### config.mk
export PLATFORM = sky130hd
export DESIGN_NAME = if_fetch_unit
export DESIGN_NICKNAME = d
export VERILOG_FILES = /design/src/rtl/rv32_pkg.sv /design/src/rtl/if_fetch_unit.sv
export SDC_FILE = /design/constraint.sdc
export NUM_CORES = 1
export LEC_CHECK = 0
export CORE_UTILIZATION = 40
export DETAILED_ROUTE_END_ITERATION = 7
export HOLD_SLACK_MARGIN = 0.02
export PLACE_DENSITY_LB_ADDON = 0.05
export REMOVE_ABC_BUFFERS = 1
export SYNTH_ARGS = -nofsm -noshare
export SYNTH_HDL_FRONTEND = slang
export SYNTH_SLANG_ARGS = --single-unit
### constraint.sdc
create_clock -name clk -period 2.15 [get_ports clk]
set_clock_uncertainty 0.15 [all_clocks]
set_input_delay 0.43 -clock clk [delete_from_list [all_inputs] [get_ports clk]]
set_output_delay 0.43 -clock clk [all_outputs]
set_load 0.01 [all_outputs]
### src/rtl/rv32_pkg.sv
// Shared RV32I constants and types for the front end.
package rv32_pkg;

  localparam int unsigned XLEN = 32;

  localparam logic [XLEN-1:0] RV32_NOP = 32'h0000_0013;
  localparam logic [XLEN-1:0] PC_INC   = 32'd4;

  typedef enum logic [1:0] {
    S_REQ  = 2'd0,
    S_WAIT = 2'd1,
    S_HOLD = 2'd2
  } fetch_state_t;

endpackage

### src/rtl/if_fetch_unit.sv
// RV32I fetch: one outstanding imem request, result held until out_ready; 3 cycles/instr at zero wait.
// Redirects win in every state; a wrong-path response still in flight is swallowed via drop_q.
module if_fetch_unit
  import rv32_pkg::*;
#(
  parameter logic [31:0] RESET_PC = 32'h0000_0000,
  parameter int unsigned XLEN     = rv32_pkg::XLEN
) (
  input  logic            clk,
  input  logic            rst,
  output logic            imem_req_valid,
  input  logic            imem_req_ready,
  output logic [XLEN-1:0] imem_addr,
  input  logic            imem_rsp_valid,
  input  logic [XLEN-1:0] imem_rsp_data,
  input  logic            redirect_valid,
  input  logic [XLEN-1:0] redirect_pc,
  input  logic            out_ready,
  output logic            out_valid,
  output logic [XLEN-1:0] out_pc,
  output logic [XLEN-1:0] out_instr
);

  localparam logic [XLEN-1:0] ALIGN_MASK = ~32'h3;

  fetch_state_t    state_q, state_d;
  logic [XLEN-1:0] pc_q, pc_d;
  logic [XLEN-1:0] req_pc_q, req_pc_d;
  logic            drop_q, drop_d;
  logic            out_valid_q, out_valid_d;
  logic [XLEN-1:0] out_pc_q, out_pc_d;
  logic [XLEN-1:0] out_instr_q, out_instr_d;

  always_ff @(posedge clk) begin
    if (rst) begin
      state_q     <= S_REQ;
      pc_q        <= RESET_PC & ALIGN_MASK;
      req_pc_q    <= '0;
      drop_q      <= 1'b0;
      out_valid_q <= 1'b0;
      out_pc_q    <= '0;
      out_instr_q <= RV32_NOP;
    end else begin
      state_q     <= state_d;
      pc_q        <= pc_d;
      req_pc_q    <= req_pc_d;
      drop_q      <= drop_d;
      out_valid_q <= out_valid_d;
      out_pc_q    <= out_pc_d;
      out_instr_q <= out_instr_d;
    end
  end

  always_comb begin
    state_d     = state_q;
    pc_d        = pc_q;
    req_pc_d    = req_pc_q;
    drop_d      = drop_q;
    out_valid_d = out_valid_q;
    out_pc_d    = out_pc_q;
    out_instr_d = out_instr_q;

    case (state_q)
      S_REQ: begin
        if (imem_req_ready) begin
          req_pc_d = pc_q;
          pc_d     = pc_q + PC_INC;
          state_d  = S_WAIT;
        end
      end
      S_WAIT: begin
        if (imem_rsp_valid) begin
          if (drop_q) begin
            drop_d  = 1'b0;
            state_d = S_REQ;
          end else begin
            out_valid_d = 1'b1;
            out_pc_d    = req_pc_q;
            out_instr_d = imem_rsp_data;
            state_d     = S_HOLD;
          end
        end
      end
      S_HOLD: begin
        if (out_ready) begin
          out_valid_d = 1'b0;
          state_d     = S_REQ;
        end
      end
      default: state_d = S_REQ;
    endcase

    // Redirect overrides whatever the state logic decided above.
    if (redirect_valid) begin
      pc_d        = redirect_pc & ALIGN_MASK;
      out_valid_d = 1'b0;
      case (state_q)
        S_REQ: begin
          // An old-PC request accepted this cycle is already gone; mark its reply for discard.
          if (imem_req_ready) begin
            drop_d  = 1'b1;
            state_d = S_WAIT;
          end
        end
        S_WAIT: begin
          if (imem_rsp_valid) begin
            out_pc_d    = out_pc_q;
            out_instr_d = out_instr_q;
            drop_d      = 1'b0;
            state_d     = S_REQ;
          end else begin
            drop_d = 1'b1;
          end
        end
        default: state_d = S_REQ;
      endcase
    end
  end

  assign imem_req_valid = (state_q == S_REQ) && !rst;
  assign imem_addr      = pc_q;
  assign out_valid      = out_valid_q;
  assign out_pc         = out_pc_q;
  assign out_instr      = out_instr_q;

  a_rsp_only_in_wait: assert property (@(posedge clk) disable iff (rst)
    imem_rsp_valid |-> (state_q == S_WAIT));

  a_hold_stable: assert property (@(posedge clk) disable iff (rst)
    (out_valid_q && !out_ready && !redirect_valid) |=>
      (out_valid_q && $stable(out_pc_q) && $stable(out_instr_q)));

endmodule

== Word-level counts from Yosys, hierarchy flattened ==
Index checks and enable logic that the tools add are counted.

* $add $sub $neg: 1
* Equality and inequality tests: 6
* Muxes and demuxes: 34
* Reduce and logical (&&, ||, !) cells: 10

{| class="wikitable"
|+ Operators with widths
! operator !! number
|-
| $mux W32 || 15
|-
| $add A32 B3 Y32 const B || 1
|-
| $mux W2 || 7
|-
| $mux W1 || 8
|-
| $ne A2 B2 Y1 const B || 3
|-
| $pmux W2 S3 || 1
|-
| $reduce_bool A2 Y1 || 3
|-
| $pmux W1 S2 || 2
|-
| $pmux W2 S2 || 1
|-
| $reduce_and A2 Y1 || 2
|-
| $reduce_and A4 Y1 || 1
|-
| $ne A3 B3 Y1 const B || 1
|-
| $eq A2 B1 Y1 const B || 1
|-
| $eq A2 B2 Y1 const B || 1
|-
| $logic_not A2 Y1 || 1
|-
| $reduce_or A2 Y1 || 1
|-
| $logic_and A1 B1 Y1 || 1
|-
| $logic_not A1 Y1 || 1
|}

* Register bits after elaboration: 132
* Input bits: 70
* Output and inout bits: 98
* Logic and storage cells: 59

== Logic depth before layout (Yosys ltp) ==
Gate-level depths: netlist of run 1.

* Depth in word-level cells: 6
* Depth in mapped cells: 6
* Depth with buffers taken out: 5

== Worst setup path after synthesis of run 1 ==
No wires, ideal clock.

* Kind: reg2reg
* Start: register pc_q[4], in the netlist imem_addr[4]
* End: register pc_q[17], in the netlist imem_addr[17]
* Library setup time: 0.091 ns
* Arrival time: 1.656 ns
* Data required time: 1.909 ns
* Setup slack: 0.253 ns
* Cell stages (with the launch flop): 6
* Path buffers: 1
* Period minus slack after synthesis: 1.897 ns
* Path through: dfxtp_1 and4_1 buf_4 nand4_4 or4_1 a311oi_1

* Word-level cells in the longest chain between the ends: 4

{| class="wikitable"
|+ RTL lines
! item !! line !! source
|-
| start, declared || if_fetch_unit.sv:27 || <nowiki>logic [XLEN-1:0] pc_q, pc_d;</nowiki>
|-
| start signal, assigned || if_fetch_unit.sv:37 || <nowiki>pc_q <= RESET_PC & ALIGN_MASK;</nowiki>
|-
| start signal, assigned || if_fetch_unit.sv:45 || <nowiki>pc_q <= pc_d;</nowiki>
|-
| $add A32 B3 Y32 || if_fetch_unit.sv:67 || <nowiki>pc_d = pc_q + PC_INC;</nowiki>
|-
| $mux W32 || if_fetch_unit.sv:65 || <nowiki>if (imem_req_ready) begin</nowiki>
|-
| $mux W32 || if_fetch_unit.sv:63 || <nowiki>case (state_q)</nowiki>
|-
| $mux W32 || if_fetch_unit.sv:94 || <nowiki>if (redirect_valid) begin</nowiki>
|}

No other way between the ends. The select of a mux whose other input is x is not followed.
A chain may end at the register's enable or synchronous reset.

== Worst setup path after layout of run 1 ==
* Start: register pc_q[8], in the netlist imem_addr[8]
* End: output imem_addr[8]

{| class="wikitable"
|+ RTL lines
! item !! line !! source
|-
| end, declared || if_fetch_unit.sv:13 || <nowiki>output logic [XLEN-1:0] imem_addr,</nowiki>
|}

No word-level cell between the ends.

==> run_results.csv, run 1 <==
group,metric,value,unit
cells_and_area,finalNetCount,927,
critical_path,worstPathArrival,1510,ps
timing,max_clock_freq,0.4782,GHz
drt,wirelength,15.19,mm
pwr,p_int,0.004506,W
place,gp_congestion,0.8365,
synthesis,syn-cell-area,0.005294,sq mm
die,die_area,0.01370,sq mm
critical_path,crit_family,"buffers and inverters",
die,die_h,117.0,um
clocking,htree_levels,4,
cells_and_area,drive_above_1_share,0.1162,
die,row_count,41,
timing,rsz0062_at_grt,"no",
critical_path,cp.required,1570,ps
critical_path,worstSetupEndpointType,"primary output",
place,dpl_worst_slack,-385.0,ps
grt,grt_pass1_wl,23.90,mm
pwr,share_seq_of_total_power,0.426,
timing,maxSlewViolCount,0,
pwr,ir_drop,395.5,uV
cells_and_area,diodes,0,
synthesis,yosysWarnings,0,
clocking,clock_sinks,126,
critical_path,worstPathCellList,"buf_4, clkdlybuf4s50_1",
cells_and_area,area_delta_synth_final,50.79,%
drt,wl_per_cell,14.59,um
drt,vias,5318,
die,io_pins,168,
timing,slew_headroom,0.5038,
clocking,clockBufferDepth,2,
critical_path,crit_buf_inv,2,
timing,worst_slack,58.65,ps
synthesis,seq_area_frac_synth,0.4765,
pwr,p_leak,2.828,nW
synthesis,synth_edf_count,0,
grt,grt_start_max_net_pins,72,
drt,first_iter_violations,305,
drt,dr.pass1.iters,5,
grt,overflow,0,
job,max_cap_viol_count,0,
synthesis,postSynthAreaPerCell,7.901,sq um
pwr,comb_power_share,0.119,
die,die_x,117.0,um
drt,vias_per_cell,5.109,
pwr,power.total,0.005876,W
synthesis,netlist_instances,670,
cells_and_area,layout_common_cells,"nand2_1, clkdlybuf4s50_1, dfxtp_1, a21oi_1, buf_4",
clocking,hold_buffers,0,
clocking,cts.clk_slew.worst_paths,50,ps
grt,grt_use_total,0.2291,
pwr,sw_frac_of_total,0.2330,
timing,fin_crit,2091,ps
drt,ant_nets,0,
pwr,p_switching,0.001369,W
synthesis,synthDistinctLibCells,52,
timing,setup_viol,0,
outcome,status,"finished clean",
critical_path,slowest_stage,"clkdlybuf4s50_1",
clocking,cts-buffers-inserted,17,
critical_path,critPathKind,"reg -> out",
clocking,cts_tree,"yes",
timing,whs,299.7,ps
critical_path,critPathMaxStageDelay,530,ps
place,hpwl,10.70,mm
cells_and_area,final_common_cell,"nand2_1",
timing,final-hold-violation-count,0,
pwr,clkPwrFrac,0.455,
worst_hold_path,hold_path_class,"reg -> reg",
synthesis,yosys_most_used_dff,"dfxtp_1",
grt,antenna_found_initial,0,
critical_path,critPathLaunchType,"flip-flop",
synthesis,synthArstFlopShare,0,
grt,grt_pass1_vias,4809,
drt,drc,0,
place,io_buffers,161,
clocking,clockRootBuffer,"clkbuf_16",
clocking,insertion_delay,410,ps
timing,finalCritPeriodShare,0.9727,
pwr,cellPowerDensity,736.1,mW/mm^2
critical_path,path_max_fanout,5,
die,initial_core_util,0.4144,
die,core_area,0.01277,sq mm
synthesis,ys_ff_latch,126,
timing,worst_slew_pin_slew,744.3,ps
==> power by group through the flow <==
| stage | clock network, W | logic [W] | registers (W) |
|---|---|---|---|
| 2_1_floorplan | 0 | 0.000206 | 0.00257 |
| 3_3_place_gp | 0 | 0.000692 | 0.00254 |
| 3_5_place_dp | 0 | 0.000702 | 0.00255 |
| 4_1_cts | 0.00273 | 0.000705 | 0.00250 |
| 5_1_grt | 0.00284 | 0.000761 | 0.00252 |
| 6_report | 0.00267 | 0.000699 | 0.00250 |
==> worst min-delay path: cells and delay by family (launching register included) <==
kind	cells	cell delay [ps]
DFF	1	300
and+or+nand+nor	1	50
AOI/OAI and AO/OA	1	50
==> layout make-up <==
class	instances	area, sq um
fill	1141	4791
multi-input combinational	485	2540
sequential	126	2526
timing repair buffer	218	2113
clock buffer	27	503.0
tap	172	215.2
clock inverter	5	55.05
inverter	8	30.03
==> sequential cells by signal, summed over array words and instances, names as in the netlist <==
register   flops
out_valid      1
state_q        2
req_pc_q      30
imem_addr     30
drop_q         1
out_instr     32
out_pc        30
==> Yosys cell counts, drive strengths merged, types with 8 or more instances <==
cell type | count | share of area
clkbuf | 42 | 0.030
a311oi | 11 | 0.018
a21oi | 93 | 0.088
dfxtp | 126 | 0.48
or3 | 8 | 0.0095
buf | 12 | 0.013
nand4 | 11 | 0.019
nor2 | 34 | 0.024
nand3 | 9 | 0.0085
inv | 8 | 0.0057
nand2 | 204 | 0.14
nor3 | 12 | 0.011
==> final timing paths <==
| path | start | endpoint | slack, ps | cells past startpoint |
|---|---|---|---|---|
| max | imem_addr[8] | imem_addr[8] | 60 | 2 |
| min | out_pc[2] | out_pc[2] | 300 | 2 |
| max reg2reg | imem_addr[13] | imem_addr[27] | 190 | 4 |
| min reg2reg | out_pc[2] | out_pc[2] | 300 | 2 |
==> per-stage QoR <==
step	instances	TNS (ps)	utilization	instance area, sq um
4_1_cts	1040	0	0.6237	7966
3_3_place_gp	1008	-6392	0.5800	7408
3_5_place_dp	1008	-7487	0.5800	7408
2_1_floorplan	619	-60200	-	5079
5_1_grt	1041	0	0.6249	7983
6_report	1041	0	0.6249	7983
==> layer usage <==
| layer | wire length, um | GRT usage |
|---|---|---|
| met2 | 7282 | 0.3901 |
| met5 | 0 | 0 |
| met1 | 6786 | 0.2810 |
| met4 | 213 | 0.09030 |
| met3 | 906 | 0.05201 |
==> repair_timing <==
action / in CTS / in global routing
resized for setup: 2 / 5
setup buffers: 0 / 1
pin swaps: 0 / 1
endpoints found under the setup margin: 2 / 9
==> kinds of logic after synthesis <==
| group | count (synthesis) | synth area share |
|---|---|---|
| adder cells (fa/ha/maj) | 1 | 0.002363 |
| multiplexers | 1 | 0.001891 |
| AND/OR/NAND/NOR | 325 | 0.2876 |
| XOR/XNOR | 8 | 0.01324 |
| buffers and inverters | 62 | 0.04845 |
| other | 1 | 0.0007084 |
| flip-flops | 126 | 0.4765 |
| AO/OA/AOI/OAI | 146 | 0.1692 |
No activity file was read; power rests on OpenSTA's default activity.
==> inputs of run 2 (changes only) <==
--- a/config.mk
+++ b/config.mk
@@ -5,7 +5,7 @@
 export SDC_FILE = /design/constraint.sdc
 export NUM_CORES = 1
 export LEC_CHECK = 0
-export CORE_UTILIZATION = 40
+export CORE_UTILIZATION = 46
 export DETAILED_ROUTE_END_ITERATION = 7
 export HOLD_SLACK_MARGIN = 0.02
 export PLACE_DENSITY_LB_ADDON = 0.05
==> run 2 against run 1 <==
  * Total power increased by 9.5%
  * Sequential share of layout area decreased by 0.21 points
  * Critical path type unchanged
  * Non-clock buffer count decreased by 6
  * Highest routed layer is now met5
  * Register-to-register slack got worse by 90 ps
  * Core utilization increased by 10 points
  * Count of clock-buffer cells in the layout decreased by 6
  * Sequential cell count unchanged
==> run_results.csv, run 2 (synthesis gave the netlist of run 1 again) <==
group,metric,value,unit
outcome,status,"finished clean",
pwr,clkPwrFrac,0.504,
die,die_h,109.3,um
critical_path,critPathLaunchType,"flip-flop",
grt,grt_pass1_vias,4964,
grt,grt_pass1_wl,23.96,mm
clocking,insertion_delay,410,ps
cells_and_area,area_delta_synth_final,51.71,%
place,gp_congestion,0.8748,
critical_path,cp.required,1570,ps
grt,antenna_found_initial,1,
pwr,ir_drop,539.4,uV
cells_and_area,finalNetCount,921,
drt,drc,0,
pwr,cellPowerDensity,801.1,mW/mm^2
critical_path,critPathKind,"reg -> out",
place,hpwl,10.46,mm
clocking,cts-buffers-inserted,17,
clocking,clockBufferDepth,2,
die,die_x,109.3,um
drt,first_iter_violations,272,
worst_hold_path,hold_path_class,"in -> reg",
grt,overflow,0,
grt,grt_start_max_net_pins,57,
pwr,p_int,0.004983,W
drt,met3_length,1.123,mm
timing,final-hold-violation-count,0,
drt,ant_nets,0,
clocking,cts_setup_buffers,0,
die,die_area,0.01194,sq mm
drt,wirelength,15.19,mm
cells_and_area,diodes,0,
job,max_cap_viol_count,0,
clocking,cts_tree,"yes",
critical_path,slowest_stage,"clkdlybuf4s50_1",
drt,top_layer_used,"met5",
pwr,comb_power_share,0.107,
cells_and_area,finalNonFillerCells,1003,
timing,setup_viol,0,
pwr,sw_frac_of_total,0.2256,
clocking,clockRootBuffer,"clkbuf_16",
clocking,htree_levels,4,
place,io_buffers,161,
critical_path,path_max_fanout,7,
timing,fin_crit,2109,ps
clocking,cts.clk_slew.worst_paths,60,ps
cells_and_area,fillers,919,
drt,wl_per_cell,15.14,um
cells_and_area,final_common_cell,"nand2_1",
die,io_pins,168,
critical_path,worstPathCellList,"clkdlybuf4s50_1",
drt,vias_per_cell,5.373,
place,placed_cells,971,
timing,finalCritPeriodShare,0.9810,
critical_path,crit_buf_inv,1,
die,row_count,38,
pwr,p_leak,2.878,nW
pwr,p_switching,0.001451,W
clocking,hold_buffers,0,
cells_and_area,multi_input_area,0.002549,sq mm
drt,wl_met2,7.453,mm
pwr,share_seq_of_total_power,0.389,
timing,max_clock_freq,0.4741,GHz
critical_path,worstSetupEndpointType,"primary output",
drt,vias,5389,
cells_and_area,register_area,0.002525,sq mm
drt,drt-met1-wl,6.407,mm
cells_and_area,drive_above_1_share,0.1182,
timing,tns,0,ps
critical_path,crit_family,"buffers and inverters",
die,core_area,0.01103,sq mm
timing,maxSlewViolCount,0,
drt,dr.pass1.iters,5,
critical_path,critPathMaxStageDelay,610,ps
grt,grt_use_total,0.2607,
timing,rsz0062_at_grt,"no",
cells_and_area,largest_reg_flops,32,
critical_path,worstPathArrival,1530,ps
cells_and_area,layout_common_cells,"nand2_1, clkdlybuf4s50_1, dfxtp_1, a21oi_1, buf_4",
die,initial_core_util,0.4799,
clocking,clock_sinks,126,
[run 2: cell types whose count changed in the layout (fill, tap and decap cells not counted), moves of 2 or more]
cell	previous run	this run
buf_4	52	46
clkbuf_1	6	0
bufinv_16	1	5
clkinv_4	0	3
clkinv_2	2	0
inv_6	0	2
[run 2: metal layers]
layer | track usage | up-vias
li1 | - | 2673
met1 | 0.3151 | 2522
met2 | 0.4528 | 169
met3 | 0.06695 | 23
met4 | 0.07905 | 2
met5 | 0 | -
[run 2: worst paths after layout]
kind / cells past startpoint / slack (ps) / endpoint / startpoint
worst max-delay path: 1 / 40 / imem_addr[22] / imem_addr[22]
worst min-delay path: 2 / 170 / out_pc[21] / rst
worst max register to register: 5 / 100 / imem_addr[14] / imem_addr[2]
worst min register to register: 2 / 300 / out_pc[31] / req_pc_q[31]
[run 2: cell type report]
| class | instances | area share |
|---|---|---|
| Inverter | 8 | 0.003739 |
| Tap cell | 140 | 0.02181 |
| Sequential cell | 126 | 0.3144 |
| Timing Repair Buffer | 212 | 0.2578 |
| Clock inverter | 11 | 0.02508 |
| Multi-Input combinational cell | 485 | 0.3173 |
| Clock buffer | 21 | 0.05982 |
[run 2: power by group through the flow]
stage | sequential, W | combinational (W) | clock (W)
floorplan | 0.00257 | 0.000206 | 0
global placement | 0.00254 | 0.000677 | 0
detailed placement | 0.00255 | 0.000687 | 0
CTS | 0.00250 | 0.000693 | 0.00329
global route | 0.00251 | 0.000749 | 0.00341
finish | 0.00250 | 0.000690 | 0.00324
[run 2: metrics by stage]
step	hold WS (ps)	utilization	instance area (sq um)	worst slack (ps)	power, W
after floorplan	276.0	-	5079	-965.2	0.002779
after global placement	287.6	0.6646	7331	-282.0	0.003221
after detailed placement	293.3	0.6646	7331	-333.1	0.003236
after CTS	167.2	0.7264	8013	29.85	0.006483
after global routing	173.8	0.7281	8031	2.674	0.006670
final	173.4	0.7281	8031	40.80	0.006434
[run 2: timing repair]
item	in CTS	in global routing
cloned	0	0
pin swaps	0	1
endpoints found under the setup margin	2	5
resized for setup	2	7
